### src/rtl/conf_int_add_err_monitor_if.sv
// Operand/result triple stream from the adder driver into the error monitor.
// One triple moves on each cycle where s_valid and s_ready are both high.
interface conf_int_add_err_monitor_if #(
    parameter int OP_BITWIDTH = 32
);
    logic                   s_valid;
    logic                   s_ready;
    logic [OP_BITWIDTH-1:0] a;
    logic [OP_BITWIDTH-1:0] b;
    logic [OP_BITWIDTH-1:0] d;

    modport master (output s_valid, output a, output b, output d, input s_ready);
    modport slave  (input s_valid, input a, input b, input d, output s_ready);
endinterface

### src/rtl/conf_int_add_err_monitor.sv
// Compares adder results against a+b and accumulates error statistics over a run of NUM_SAMPLES triples.
// Statistics update on the edge after acceptance; s_ready only in RUN until NUM_SAMPLES triples are taken.
module conf_int_add_err_monitor #(
    parameter int OP_BITWIDTH = 32,
    parameter int NUM_SAMPLES = 500,
    parameter int ERR_THRESH  = 0
) (
    input  logic                        clk,
    input  logic                        racc,
    input  logic                        start,
    conf_int_add_err_monitor_if.slave   samples,
    output logic                        busy,
    output logic                        done,
    output logic [15:0]                 sample_cnt,
    output logic [15:0]                 mismatch_cnt,
    output logic [OP_BITWIDTH-1:0]      max_err,
    output logic [47:0]                 sum_err,
    output logic [15:0]                 first_bad_idx
);
    typedef enum logic [1:0] {IDLE, RUN, DRAIN, DONE} state_t;

    state_t                 state;
    state_t                 state_nxt;
    logic                   ready;
    logic                   clear;
    logic                   accept;
    logic [31:0]            acc_cnt;
    logic                   s1_vld;
    logic [OP_BITWIDTH-1:0] s1_abs;
    logic [15:0]            s1_idx;
    logic [OP_BITWIDTH-1:0] exact;
    logic signed [OP_BITWIDTH:0] diff;
    logic [OP_BITWIDTH-1:0] abs_now;
    logic [15:0]            idx_now;
    logic [48:0]            sum_nxt;

    assign samples.s_ready = ready;
    assign accept          = samples.s_valid && ready;

    always_ff @(posedge clk) begin
        if (!racc) state <= IDLE;
        else       state <= state_nxt;
    end

    always_comb begin
        state_nxt = state;
        ready     = 1'b0;
        busy      = 1'b0;
        done      = 1'b0;
        clear     = 1'b0;
        case (state)
            IDLE: begin
                if (start) begin
                    clear     = 1'b1;
                    state_nxt = RUN;
                end
            end
            RUN: begin
                busy  = 1'b1;
                ready = acc_cnt < 32'(NUM_SAMPLES);
                if (accept && acc_cnt == 32'(NUM_SAMPLES - 1)) state_nxt = DRAIN;
            end
            DRAIN: begin
                busy = 1'b1;
                if (!s1_vld) state_nxt = DONE;
            end
            DONE: begin
                done = 1'b1;
                if (start) begin
                    clear     = 1'b1;
                    state_nxt = RUN;
                end
            end
            default: state_nxt = IDLE;
        endcase
    end

    // Error is measured on the wrapped sum, both sides taken as signed values.
    always_comb begin
        exact   = samples.a + samples.b;
        diff    = $signed({exact[OP_BITWIDTH-1], exact}) - $signed({samples.d[OP_BITWIDTH-1], samples.d});
        abs_now = diff[OP_BITWIDTH] ? OP_BITWIDTH'(-diff) : OP_BITWIDTH'(diff);
        idx_now = (|acc_cnt[31:16]) ? 16'hFFFF : acc_cnt[15:0];
        sum_nxt = {1'b0, sum_err} + 49'(s1_abs);
    end

    always_ff @(posedge clk) begin
        if (!racc) begin
            acc_cnt       <= '0;
            s1_vld        <= 1'b0;
            s1_abs        <= '0;
            s1_idx        <= '0;
            sample_cnt    <= '0;
            mismatch_cnt  <= '0;
            max_err       <= '0;
            sum_err       <= '0;
            first_bad_idx <= 16'hFFFF;
        end else begin
            s1_vld <= accept;
            if (accept) begin
                s1_abs  <= abs_now;
                s1_idx  <= idx_now;
                acc_cnt <= acc_cnt + 32'd1;
            end
            if (clear) begin
                acc_cnt       <= '0;
                sample_cnt    <= '0;
                mismatch_cnt  <= '0;
                max_err       <= '0;
                sum_err       <= '0;
                first_bad_idx <= 16'hFFFF;
            end else if (s1_vld) begin
                if (sample_cnt != 16'hFFFF) sample_cnt <= sample_cnt + 16'd1;
                sum_err <= sum_nxt[48] ? {48{1'b1}} : sum_nxt[47:0];
                if (s1_abs > max_err) max_err <= s1_abs;
                if (s1_abs > OP_BITWIDTH'(ERR_THRESH)) begin
                    if (mismatch_cnt != 16'hFFFF) mismatch_cnt <= mismatch_cnt + 16'd1;
                    if (first_bad_idx == 16'hFFFF) first_bad_idx <= s1_idx;
                end
            end
        end
    end
endmodule

### src/flat_wrapper.sv
// flat-port wrapper written by rule: the top's interface ports become plain ports
module conf_int_add_err_monitor_flat 
#(
    parameter int OP_BITWIDTH = 32,
    parameter int NUM_SAMPLES = 500,
    parameter int ERR_THRESH  = 0
)
  (clk, racc, start, busy, done, sample_cnt, mismatch_cnt, max_err, sum_err, first_bad_idx, samples_s_valid, samples_a, samples_b, samples_d, samples_s_ready);
  conf_int_add_err_monitor_if #(.OP_BITWIDTH(OP_BITWIDTH)) samples_i ();
  input  logic clk;
  input  logic racc;
  input  logic start;
  output logic busy;
  output logic done;
  output logic [15:0] sample_cnt;
  output logic [15:0] mismatch_cnt;
  output logic [OP_BITWIDTH-1:0] max_err;
  output logic [47:0] sum_err;
  output logic [15:0] first_bad_idx;
  input wire logic [$bits(samples_i.s_valid)-1:0] samples_s_valid;
  input wire logic [$bits(samples_i.a)-1:0] samples_a;
  input wire logic [$bits(samples_i.b)-1:0] samples_b;
  input wire logic [$bits(samples_i.d)-1:0] samples_d;
  output wire logic [$bits(samples_i.s_ready)-1:0] samples_s_ready;
  assign samples_i.s_valid = samples_s_valid;
  assign samples_i.a = samples_a;
  assign samples_i.b = samples_b;
  assign samples_i.d = samples_d;
  assign samples_s_ready = samples_i.s_ready;
  conf_int_add_err_monitor #(.OP_BITWIDTH(OP_BITWIDTH), .NUM_SAMPLES(NUM_SAMPLES), .ERR_THRESH(ERR_THRESH)) u_core (.clk(clk), .racc(racc), .start(start), .samples(samples_i), .busy(busy), .done(done), .sample_cnt(sample_cnt), .mismatch_cnt(mismatch_cnt), .max_err(max_err), .sum_err(sum_err), .first_bad_idx(first_bad_idx));
endmodule
### config.mk
export PLATFORM = sky130hd
export DESIGN_NAME = conf_int_add_err_monitor_flat
export DESIGN_NICKNAME = d
export VERILOG_FILES = /design/src/rtl/conf_int_add_err_monitor_if.sv /design/src/rtl/conf_int_add_err_monitor.sv /design/src/flat_wrapper.sv
export SDC_FILE = /design/constraint.sdc
export NUM_CORES = 1
export LEC_CHECK = 0
export CAP_MARGIN = 5
export CORE_MARGIN = 4
export CORE_UTILIZATION = 56
export CTS_BUF_LIST = sky130_fd_sc_hd__clkbuf_4
export DETAILED_ROUTE_END_ITERATION = 8
export PLACE_DENSITY = 0.83
export RECOVER_POWER = 50
export SKIP_CTS_REPAIR_TIMING = 1
export SLEW_MARGIN = 20
export SYNTH_ARGS = -nofsm -noshare
export SYNTH_HDL_FRONTEND = slang
export SYNTH_SLANG_ARGS = --single-unit
### constraint.sdc
create_clock -name clk -period 7.1 [get_ports clk]
set_input_delay 1.42 -clock clk [delete_from_list [all_inputs] [get_ports clk]]
set_output_delay 1.42 -clock clk [all_outputs]
set_load 0.01 [all_outputs]
==> impl_metrics.ini, run 1 <==
[status]
status = finished with violations
violations = max-capacitance violations, max-slew violations

[grt]
grt_pass1_vias = 13500
grt_max_degree = 74
antenna_found_initial = 1
grtUsageTotal = 0.2612
grt_pass1_wl_mm = 64.17
grt-ovfl-total = 0

[sta]
fin_crit_ns = 6.508
setup_viol = 0
skew_ns = 0.07184
finalMaxSlewViolations = 66
hold_violations = 0
worstMarginPinSlew_ns = 2.456
period_share = 0.9166
max_freq_mhz = 153.7
slew_headroom = -0.6543
rsz0062_at_grt = no
tns_ns = 0

[synthesis]
synth.avg_cell_area_um2 = 8.018
ys_warn_count = 0
ys_seq_area_frac = 0.2904
synth_area_mm2 = 0.01454
synth-edff-count = 0
synth-main-ff-cell = dfxtp_1
syn-num-nets = 2051
synthDistinctLibCells = 95
ys_seq_elements = 211
synthArstFlopShare = 0
syn_inst = 1814

[finish]
mostFrequentLayoutCells = 211 x dfxtp_1, 186 x a21oi_1, 144 x nor2_1
seq_area_mm2 = 0.004224
fin_util = 0.7010
num-fill-cells = 2095
drive_gt1_frac = 0.08040
nNetsFinal = 2299
areaGrowthSynthToFinish_pct = 22.42
mostFrequentLayoutCell = dfxtp_1
design_area_mm2 = 0.01780
multi_input_area_mm2 = 0.009525

[detailed_routing]
drt_iter0_markers = 891
detail-route-antenna-nets = 0
vias = 14070
wirelength_mm = 38.97
wire_per_inst_um = 16.02
viasPerCell = 5.785
dr.pass1.iters = 7
drc = 0

[min_path]
whs_path_depth = 2
hp-class = reg2reg
hp-start = u_core.s1_idx[3]
whs_endpoint = u_core.s1_idx[3]

[clock_tree]
cts_tree = yes
root_buffer = clkbuf_4
cts_sinks = 211
numCtsBuffers = 52
cts.path.max_buffers = 3
clk_latency_ns = 0.69
htree_levels = 2
clk_pin_slew_ns = 0.07

[worst_setup_path]
reg2reg_depth = 6
crit_type = in2reg
r2r_end = u_core.sample_cnt[10]
r2r_start = u_core.state[0]
ff2ff_setup_slack_ns = 2.46
worstPathArrival_ns = 7.12
critPathMaxFanout = 4
crit_required_ns = 7.71
end_kind = register
critPathLaunchType = input pin

[pwr]
p_sw_mw = 1.931
seqPwrFrac = 0.306
p_sw_frac = 0.4219
comb_power_share = 0.482
leakage_nw = 7.605
intPower_mw = 2.646
clock_power_share = 0.211
vdd_drop_max_v = 0.0002238
power.density_mw_per_mm2 = 257.0

[floorplan]
die_area_mm2 = 0.02861
start_util = 0.5726
die_x_um = 169.2
placementRows = 58
fp.dieH_um = 169.2
ios = 231
core_mm2 = 0.02540

[placed_design]
io_buffer_count = 230
gp_congestion = 0.9481
postPlaceCellArea_mm2 = 0.01716
dpl.hpwl_mm = 30.16

[job]
cap_viol_max_count = 2
-- power groups by stage --
| stage | sequential, mW | clock (mW) | combinational, mW |
|---|---|---|---|
| CTS | 1.40 | 0.985 | 2.20 |
| floorplan | 1.39 | 0 | 1.60 |
| global route | 1.41 | 1.05 | 2.44 |
| detailed placement | 1.42 | 0 | 2.18 |
| global placement | 1.42 | 0 | 2.12 |
| finish | 1.40 | 0.966 | 2.21 |
-- routing by layer --
metal / up-vias / part of all wire / global-route usage
li1: 7057 / - / -
met1: 6483 / 0.45 / 0.3444
met2: 463 / 0.47 / 0.4386
met3: 71 / 0.058 / 0.03657
met4: 0 / 0.027 / 0.09380
met5: - / 0 / 0
-- worst max path at each step --
stage,slack (ns),end,start,cells after the start
floorplan,0.55,u_core.s1_abs[30],samples_b[0],26
global placement,0.05,u_core.s1_abs[30],samples_b[0],27
finish,0.59,u_core.s1_abs[28],samples_b[0],27
CTS,0.62,u_core.s1_abs[12],samples_b[1],26
detailed placement,-0.08,u_core.s1_abs[28],samples_b[0],27
global route,0.03,u_core.s1_abs[12],samples_a[6],26
-- critical path, stage by stage --
cell and delay, ns:
clkdlybuf4s50_1 0.40, ha_1 0.21, inv_1 0.07, fa_1 0.19, nor2b_1 0.05, o21a_1 0.19
o21a_1 0.19, o41a_1 0.34, a211o_1 0.30, a21oi_1 0.21, o21bai_1 0.09, a21oi_1 0.19
o21bai_1 0.09, a21oi_1 0.18, xnor2_1 0.09, ha_1 0.33, and4_1 0.25, nand3_1 0.09
a221oi_1 0.37, nor2_1 0.10, a21oi_1 0.17, xnor2_1 0.15, or4bb_4 0.60, nor4_2 0.32
a21oi_1 0.14, xor2_1 0.17, a211oi_2 0.22
-- synth_stat cells, types with 4 or more instances --
| cell | n | area [um^2] |
|---|---|---|
| or3_1 | 9 | 56.30 |
| ha_1 | 134 | 1677 |
| a21oi_1 | 187 | 935.9 |
| inv_1 | 102 | 382.9 |
| and3_1 | 29 | 181.4 |
| and2_1 | 32 | 200.2 |
| o211ai_1 | 10 | 75.07 |
| o21ai_1 | 4 | 20.02 |
| a21o_1 | 55 | 412.9 |
| nor2_1 | 144 | 540.5 |
| buf_2 | 5 | 25.02 |
| o31ai_1 | 5 | 37.54 |
| nand3_1 | 79 | 395.4 |
| clkbuf_8 | 10 | 137.6 |
| o22ai_1 | 5 | 31.28 |
| a211oi_1 | 32 | 240.2 |
| o31a_1 | 4 | 35.03 |
| nand2_1 | 130 | 488.0 |
| nor2b_1 | 17 | 106.4 |
| nor4_1 | 18 | 112.6 |
| a221oi_1 | 6 | 52.55 |
| xor2_1 | 79 | 691.9 |
| a31oi_1 | 18 | 112.6 |
| nand4_1 | 40 | 250.2 |
| and4_1 | 7 | 61.31 |
| mux2i_1 | 7 | 70.07 |
| o21a_1 | 26 | 195.2 |
| o21bai_1 | 8 | 60.06 |
| nand2b_1 | 12 | 75.07 |
| o21ai_0 | 142 | 710.7 |
| clkbuf_1 | 53 | 198.9 |
| xnor2_1 | 63 | 551.8 |
| nor3_1 | 24 | 120.1 |
| dfxtp_1 | 211 | 4224 |
| or2_2 | 10 | 62.56 |
-- area by class of cell --
class | count | share of cell area
timing repair buffer | 269 | 0.1467
sequential | 211 | 0.2372
tap | 330 | 0.02319
clock buffer | 72 | 0.03036
antenna | 1 | 0.0001405
clock inverter | 22 | 0.005692
inverter | 103 | 0.02171
multi-input combinational | 1425 | 0.5350
-- cell families after synthesis --
family / count (synthesis) / synth area share
adder cells (fa/ha/maj): 137 / 0.1194
XOR/XNOR: 142 / 0.08551
multiplexers: 9 / 0.006366
AND/OR/NAND/NOR: 581 / 0.2041
AO/OA/AOI/OAI: 556 / 0.2390
flip-flops: 211 / 0.2904
buffers and inverters: 178 / 0.05514
-- state kept, by name, summed over array words and instances (netlist names) --
signal                flops
u_core.mismatch_cnt      16
u_core.sum_err           48
u_core.max_err           32
u_core.sample_cnt        16
u_core.s1_abs            32
u_core.acc_cnt           32
u_core.s1_vld             1
u_core.s1_idx            16
u_core.first_bad_idx     16
u_core.state              2
-- through the flow --
step	total power [mW]	hold slack, ns	std cells	setup WS, ns
6_report	4.576	0.4555	2433	0.5923
5_1_grt	4.901	0.4751	2433	0.02908
4_1_cts	4.579	0.4553	2431	0.6237
3_5_place_dp	3.606	0.4434	2337	-0.08250
3_3_place_gp	3.541	0.4418	2337	0.05446
2_1_floorplan	2.984	0.4261	1814	0.5499
(Power assumes the default switching activity.)
==> inputs of run 2 (changes only) <==
--- a/config.mk
+++ b/config.mk
@@ -10,6 +10,7 @@
 export CORE_UTILIZATION = 56
 export CTS_BUF_LIST = sky130_fd_sc_hd__clkbuf_4
 export DETAILED_ROUTE_END_ITERATION = 8
+export HOLD_SLACK_MARGIN = 0.15
 export PLACE_DENSITY = 0.83
 export RECOVER_POWER = 50
 export SKIP_CTS_REPAIR_TIMING = 1
==> results of run 2 <==
No change in the layout: final DEF, timing and power equal those of run 1.
